$ cat src/rtl/contador_mod_param.sv
// contador_mod_param
// Parametrised synchronous modulo-MODULUS up/down counter with enable,
// parallel load (saturating), wrap / one-shot modes and terminal flags.
//
// Parameters:
//   WIDTH    counter width in bits (>= 2)
//   MODULUS  count range 0..MODULUS-1, 2 <= MODULUS <= 2**WIDTH
//   RST_VAL  value loaded on reset, < MODULUS
//
// Ports:
//   clk        rising-edge clock
//   rstn       synchronous reset, active HIGH despite the name
//   en         count enable
//   up_dn      1 = count up, 0 = count down
//   mode       0 = wrap (free-run), 1 = one-shot (halt at terminal)
//   load       parallel load strobe (overrides en)
//   load_val   value to load; values >= MODULUS saturate to MODULUS-1
//   count      current count
//   tc         combinational terminal flag for the current direction
//   wrap_p     one-cycle pulse in the cycle after a wrap
//   done       sticky one-shot halted flag, cleared by reset or load
//   count_gray Gray-code copy of count (only with CONTADOR_GRAY_OUT_EN)
//
// Optional feature macro: CONTADOR_GRAY_OUT_EN adds the count_gray output.

module contador_mod_param #(
    parameter int WIDTH   = 3,
    parameter int MODULUS = 8,
    parameter int RST_VAL = 0
) (
    input  logic             clk,
    input  logic             rstn,
    input  logic             en,
    input  logic             up_dn,
    input  logic             mode,
    input  logic             load,
    input  logic [WIDTH-1:0] load_val,
    output logic [WIDTH-1:0] count,
    output logic             tc,
    output logic             wrap_p,
`ifdef CONTADOR_GRAY_OUT_EN
    output logic [WIDTH-1:0] count_gray,
`endif
    output logic             done
);

    localparam logic [WIDTH-1:0] MAX_C = WIDTH'(MODULUS - 1);
    localparam logic [WIDTH-1:0] RST_C = WIDTH'(RST_VAL);
    // One extra bit so MODULUS == 2**WIDTH is representable in the compare.
    localparam logic [WIDTH:0]   MOD_W = (WIDTH + 1)'(MODULUS);

    // Clamp a load value into the legal count range.
    function automatic logic [WIDTH-1:0] sat_load(input logic [WIDTH-1:0] v);
        if ({1'b0, v} < MOD_W)
            return v;
        else
            return MAX_C;
    endfunction

    function automatic logic [WIDTH-1:0] to_gray(input logic [WIDTH-1:0] v);
        return v ^ (v >> 1);
    endfunction

    logic [WIDTH-1:0] count_nxt;
    logic             done_nxt;
    logic             wrap_nxt;

    assign tc = up_dn ? (count == MAX_C) : (count == '0);

    always_comb begin
        count_nxt = count;
        done_nxt  = done;
        wrap_nxt  = 1'b0;
        if (load) begin
            count_nxt = sat_load(load_val);
            done_nxt  = 1'b0;
        end else if (en && !done) begin
            if (tc) begin
                if (mode) begin
                    // One-shot: park on the terminal value and flag it.
                    done_nxt = 1'b1;
                end else begin
                    count_nxt = up_dn ? '0 : MAX_C;
                    wrap_nxt  = 1'b1;
                end
            end else begin
                // Not terminal, so +/-1 stays inside 0..MODULUS-1.
                count_nxt = up_dn ? (count + WIDTH'(1)) : (count - WIDTH'(1));
            end
        end
    end

    always_ff @(posedge clk) begin
        if (rstn) begin
            count  <= RST_C;
            done   <= 1'b0;
            wrap_p <= 1'b0;
        end else begin
            count  <= count_nxt;
            done   <= done_nxt;
            wrap_p <= wrap_nxt;
        end
    end

`ifdef CONTADOR_GRAY_OUT_EN
    // Registered from the next count so it changes on the same edge as count.
    always_ff @(posedge clk) begin
        if (rstn)
            count_gray <= to_gray(RST_C);
        else
            count_gray <= to_gray(count_nxt);
    end
`endif

endmodule

$ cat config.mk
export PLATFORM = sky130hd
export DESIGN_NAME = contador_mod_param
export DESIGN_NICKNAME = d
export VERILOG_FILES = /design/src/rtl/contador_mod_param.sv
export SDC_FILE = /design/constraint.sdc
export NUM_CORES = 1
export LEC_CHECK = 0
export CORE_AREA = 2 2 39 41
export DETAILED_ROUTE_END_ITERATION = 16
export DIE_AREA = 0 0 41 43
export PLACE_DENSITY = 0.64
export SKIP_LAST_GASP = 1
export SLEW_MARGIN = 20
export SYNTH_ARGS = -nofsm -noshare
export SYNTH_HDL_FRONTEND = slang
export SYNTH_SLANG_ARGS = --single-unit
$ cat constraint.sdc
create_clock -name clk -period 1.95 [get_ports clk]
set_clock_uncertainty 0.15 [all_clocks]
set_input_delay 0.4875 -clock clk [delete_from_list [all_inputs] [get_ports clk]]
set_output_delay 0.4875 -clock clk [all_outputs]
set_load 0.005 [all_outputs]
### After elaboration in Yosys (flattened, before gate mapping)

Index checks and enable logic that the tools add are counted.

| storage, ports and cells | value |
|---|---|
| flip-flop bits (word level) | 5 |
| input bits | 9 |
| output and inout bits | 6 |
| logic and storage cells | 25 |

| operators by class | value |
|---|---|
| $add $sub $neg | 2 |
| eq/ne operators | 2 |
| mux-type cells | 8 |
| bitwise logic cells | 2 |
| reductions and logical operators | 8 |

Operators by type and width:

| operator | number |
|---|---|
| 2-to-1 mux 3 bit | 6 |
| OR reduction 4 bit | 1 |
| adder 3 x 1 -> 3 bit (second input constant) | 1 |
| == test 3 bit (second input constant) | 1 |
| zero test 3 bit | 1 |
| != test 3 bit (second input constant) | 1 |
| AND reduction 3 bit | 1 |
| subtractor 3 x 1 -> 3 bit (second input constant) | 1 |
| 2-to-1 mux 1 bit | 2 |
| inverter 1 bit | 2 |
| AND reduction 2 bit | 1 |
| nonzero test 2 bit | 1 |
| OR reduction 2 bit | 1 |
| logical AND 1 bit | 1 |
| zero test 1 bit | 1 |

### Longest topological paths before layout

Gate-level depths: netlist of the first run.

| depth | value |
|---|---|
| depth in word-level cells | 5 |
| gate-level depth with buffers | 7 |

### Worst setup path after synthesis of the first run

Ideal clock, no wire load.

| timing | value |
|---|---|
| kind | input to register |
| start point | in up_dn |
| end point | reg count[2] |
| data arrival time | 1.767 ns |
| data required time | 1.726 ns |
| path slack | -0.041 ns |
| stages | 7 |
| path buffers | 1 |
| cells stage by stage | buf_2 > inv_1 > fa_1 > nor4bb_1 > a31oi_1 > o221a_2 > a31oi_1 |

| between the ends | value |
|---|---|
| cells in the longest elaborated chain, start to end | 5 |
| elaborated cells between the ends (all ways) | 9 |
| classes of those cells | eq/ne: 1; mux: 7; reduce/logical: 1 |

RTL lines:

| what | RTL line | RTL |
|---|---|---|
| start, declared | 34 | `input logic up_dn,` |
| 2-to-1 mux 3 bit | 83 | `count_nxt = up_dn ? '0 : MAX_C;` |
| 2-to-1 mux 3 bit | 79 | `if (mode) begin` |
| 2-to-1 mux 3 bit | 78 | `if (tc) begin` |
| 2-to-1 mux 3 bit | 77 | `end else if (en && !done) begin` |
| 2-to-1 mux 3 bit | 74 | `if (load) begin` |
| end signal, assigned | 99 | `count <= count_nxt;` |
| end, declared | 38 | `output logic [WIDTH-1:0] count,` |

Several ways; a longest one is shown, not always the timed one. The select of a mux whose other input is x is not followed.
A chain may end at the register's enable or synchronous reset.

### Worst setup path in the final report of the first run

| timing | value |
|---|---|
| start point | in up_dn |
| end point | out tc |

| between the ends | value |
|---|---|
| cells in the longest elaborated chain, start to end | 1 |

RTL lines:

| what | RTL line | RTL |
|---|---|---|
| 2-to-1 mux 1 bit | 68 | `assign tc = up_dn ? (count == MAX_C) : (count == '0);` |
| end, declared | 39 | `output logic tc,` |

Every way passes these cells.

==> results_dict.tcl, run 1 <==
set metrics [dict create \
    cts-root-buf "clkbuf_4" \
    clk_latency_ns 0.24 \
    drive_gt1_share_pct 29.3 \
    fp.dieH_um 43 \
    worst_pin_slew_ns 0.277 \
    antennaDiodeCount 0 \
    critPathMaxFanout 2 \
    place_ws_ns -0.635 \
    r2r_start "count[1]" \
    grt_pass1_vias 431 \
    synth_fa_ha_area_share_pct 5.25 \
    hold_path.startpoint "done" \
    r2r_cells 6 \
    synth_compound_gate_area_share_pct 32.5 \
    critical_path.startpoint_type "input port" \
    final_antenna_net_count 0 \
    fillCellCount 145 \
    start_util_pct 27.6 \
    dieArea_um2 1760 \
    wl_per_cell_um 11.2 \
    drt-vias-per-instance 4.96 \
    setup_viol 0 \
    grt_pass1_wl_um 1700 \
    worstSetupPathType "input port to output port" \
    cts.clk_slew.worst_paths_ns 0.04 \
    io_pins 15 \
    postRouteWirelength_um 1020 \
    setup_slack_ns 0.0484 \
    peakVddDrop_v 0.000373 \
    synthMuxAreaShare_pct 0 \
    row_count 14 \
    clkSinkCount 5 \
    port-buffer-count 14 \
    multi_input_area_um2 249 \
    synthToLayoutAreaGrowth_pct 67.2 \
    synth.top_cell.area_share_pct 26.2 \
    core_area_um2 1380 \
    outcome "completed" \
    synth_top_family_by_area "compound AO/OA/AOI/OAI gates" \
    synthDistinctLibCells 23 \
    htree_levels 1 \
    synth_area_leaders "dfxtp_1, a31oi_1, inv_1" \
    ys_warn_count 0 \
    timing.final.max_slew_violations 0 \
    endpoint_kind "output port" \
    hp-class "flip-flop to flip-flop" \
    synth-edff-count 0 \
    min_to "done" \
    grt_setup_unrepaired "false" \
    clockBufferDepth 2 \
    dp_cells 86 \
    fp.dieW_um 41 \
    async_flop_share_pct 0 \
    synthFlopType "dfxtp_1" \
    arrival_ns 1.26 \
    syn_area_um2 382 \
    fin_crit_sh_pct 97.5 \
    r2r_end "count[2]" \
    drv_cap 0 \
    grt_use_total_pct 14.2 \
    gp_congestion 0.689 \
    drc 0 \
    cp_data_required_time_ns 1.31 \
    register_area_um2 100 \
    leakagePower_nw 0.269 \
    r2r_setup_slack_ns 0.15 \
    synth-seq-cells 5 \
    drtIter0Drc 7 \
    hold_violations 0 \
    max_freq_ghz 0.526 \
    drt_first_pass_iters 3 \
    max_slew_margin_pct 81.3 \
    fin_util_pct 46.1 \
    fin_cells 91 \
    synth-xor-area-share_pct 2.30 \
    tns_ns 0 \
    yosys.area_share.simple_pct 23.9 \
    syn_inst 48 \
    seq_area_frac_synth_pct 26.2 \
    syn_nets 58 \
    hold_depth 2 \
    grt-ovfl-total 0 \
    grt_max_degree 13 \
    finalCriticalPeriod_ns 1.90 \
    cts_buffers 3 \
    p_per_area_nw_per_um2 582 \
    grt_antenna_before_repair 0 \
    nNetsFinal 86 \
    vias 451 \
    dp_hpwl_um 781 \
    synth_top_cell_by_area "dfxtp_1" \
    cts_tree "built" \
    syn_area_per_cell_um2 7.95 \
]
[how the worst max path moves through the flow]
stage,from,end,slack (ns),cells after the start
CTS,count[2],tc,0.04,3
floorplan,up_dn,count[2],0.03,7
finish,up_dn,tc,0.05,4
global placement,up_dn,tc,-0.63,4
global route,count[2],tc,0.008,3
detailed placement,up_dn,tc,-0.64,4
[layer usage]
layer	part of all wire (%)	up-vias	GRT usage [%]
met5	0	-	0
met4	0	0	2.00
met3	7.0	0	6.28
met2	46	13	22.2
met1	47	202	17.7
li1	-	236	-
[timing repair]
action | 4_1_cts | 5_1_grt
resized for setup | 9 | 0
buffers inserted | 1 | 0
endpoints found under the hold margin | 0 | 0
setup endpoints to repair | 4 | 0
hold buffers | 0 | 0
[cells in the mapped netlist (2+ instances only)]
cell / number
o31ai_1: 3
nor2_1: 4
buf_2: 3
a221oi_1: 2
a31oi_1: 5
a21oi_1: 4
nor3_1: 2
inv_1: 6
dfxtp_1: 5
[registers in the layout, summed over array words and instances (netlist names)]
signal  count
wrap_p      1
done        1
count       3
[cell usage in the layout (no fill, tap or decap)]
master,instances
a21bo_4,1
a21oi_1,4
a221oi_1,2
a31oi_1,5
buf_2,2
buf_4,12
clkbuf_1,1
clkbuf_4,3
clkdlybuf4s50_1,12
dfxtp_1,5
fa_2,1
inv_1,6
nand2_2,1
nand2b_1,1
nand3_1,1
nand4_1,1
nor2_1,4
nor3_1,2
nor3b_1,1
nor4b_1,1
nor4bb_1,1
o21ai_0,1
o221a_2,1
o31ai_1,3
or4_1,1
or4_4,1
xor2_1,1
[final cells by class]
cell class / instances / area share (%)
Clock buffer: 4 / 4.12
Sequential cell: 5 / 15.7
Tap cell: 16 / 3.14
Multi-Input combinational cell: 34 / 39.0
Timing Repair Buffer: 26 / 34.5
Inverter: 6 / 3.53
[report_power, final]
group          leakage [nW]  switching (W)  internal (W)
logic                 0.213      0.0000624     0.0000787
registers            0.0412     0.00000341      0.000109
clock network        0.0150      0.0000400     0.0000772
total                 0.269       0.000106      0.000265
[worst max-delay path: stages]
cell	delay [ns]
buf_2	0.11
or4_4	0.48
nand2_2	0.08
buf_2	0.11
[through the flow]
step / power [W] / instance area (um^2) / hold slack [ns]
3_5_place_dp: 0.000255 / 612 / 0.400
3_3_place_gp: 0.000252 / 612 / 0.405
6_report: 0.000371 / 638 / 0.409
4_1_cts: 0.000376 / 638 / 0.422
5_1_grt: 0.000404 / 638 / 0.439
2_1_floorplan: 0.000187 / 384 / 0.372
[cells by family after synthesis]
kind of cell / after synthesis
AOI/OAI and AO/OA: 17
xor gates and xnor gates: 1
adders and majority gates: 1
buffers and inverters: 9
DFF: 5
and+or+nand+nor: 15
No activity file was read; power rests on OpenSTA's default activity.
==> run 2, diff against run 1 <==
--- a/config.mk
+++ b/config.mk
@@ -8,6 +8,7 @@
 export CORE_AREA = 2 2 39 41
 export DETAILED_ROUTE_END_ITERATION = 16
 export DIE_AREA = 0 0 41 43
+export GPL_ROUTABILITY_DRIVEN = 1
 export PLACE_DENSITY = 0.64
 export SKIP_LAST_GASP = 1
 export SLEW_MARGIN = 20
==> results of run 2 <==
Final layout, timing and power as in run 1 (identical DEF).
==> run 3, diff against run 2 <==
--- a/config.mk
+++ b/config.mk
@@ -5,10 +5,12 @@
 export SDC_FILE = /design/constraint.sdc
 export NUM_CORES = 1
 export LEC_CHECK = 0
+export ABC_CLOCK_PERIOD_IN_PS = 1950
 export CORE_AREA = 2 2 39 41
 export DETAILED_ROUTE_END_ITERATION = 16
 export DIE_AREA = 0 0 41 43
 export GPL_ROUTABILITY_DRIVEN = 1
+export HOLD_SLACK_MARGIN = 0.02
 export PLACE_DENSITY = 0.64
 export SKIP_LAST_GASP = 1
 export SLEW_MARGIN = 20
==> results of run 3 <==
Final layout, timing and power as in run 1 (identical DEF).
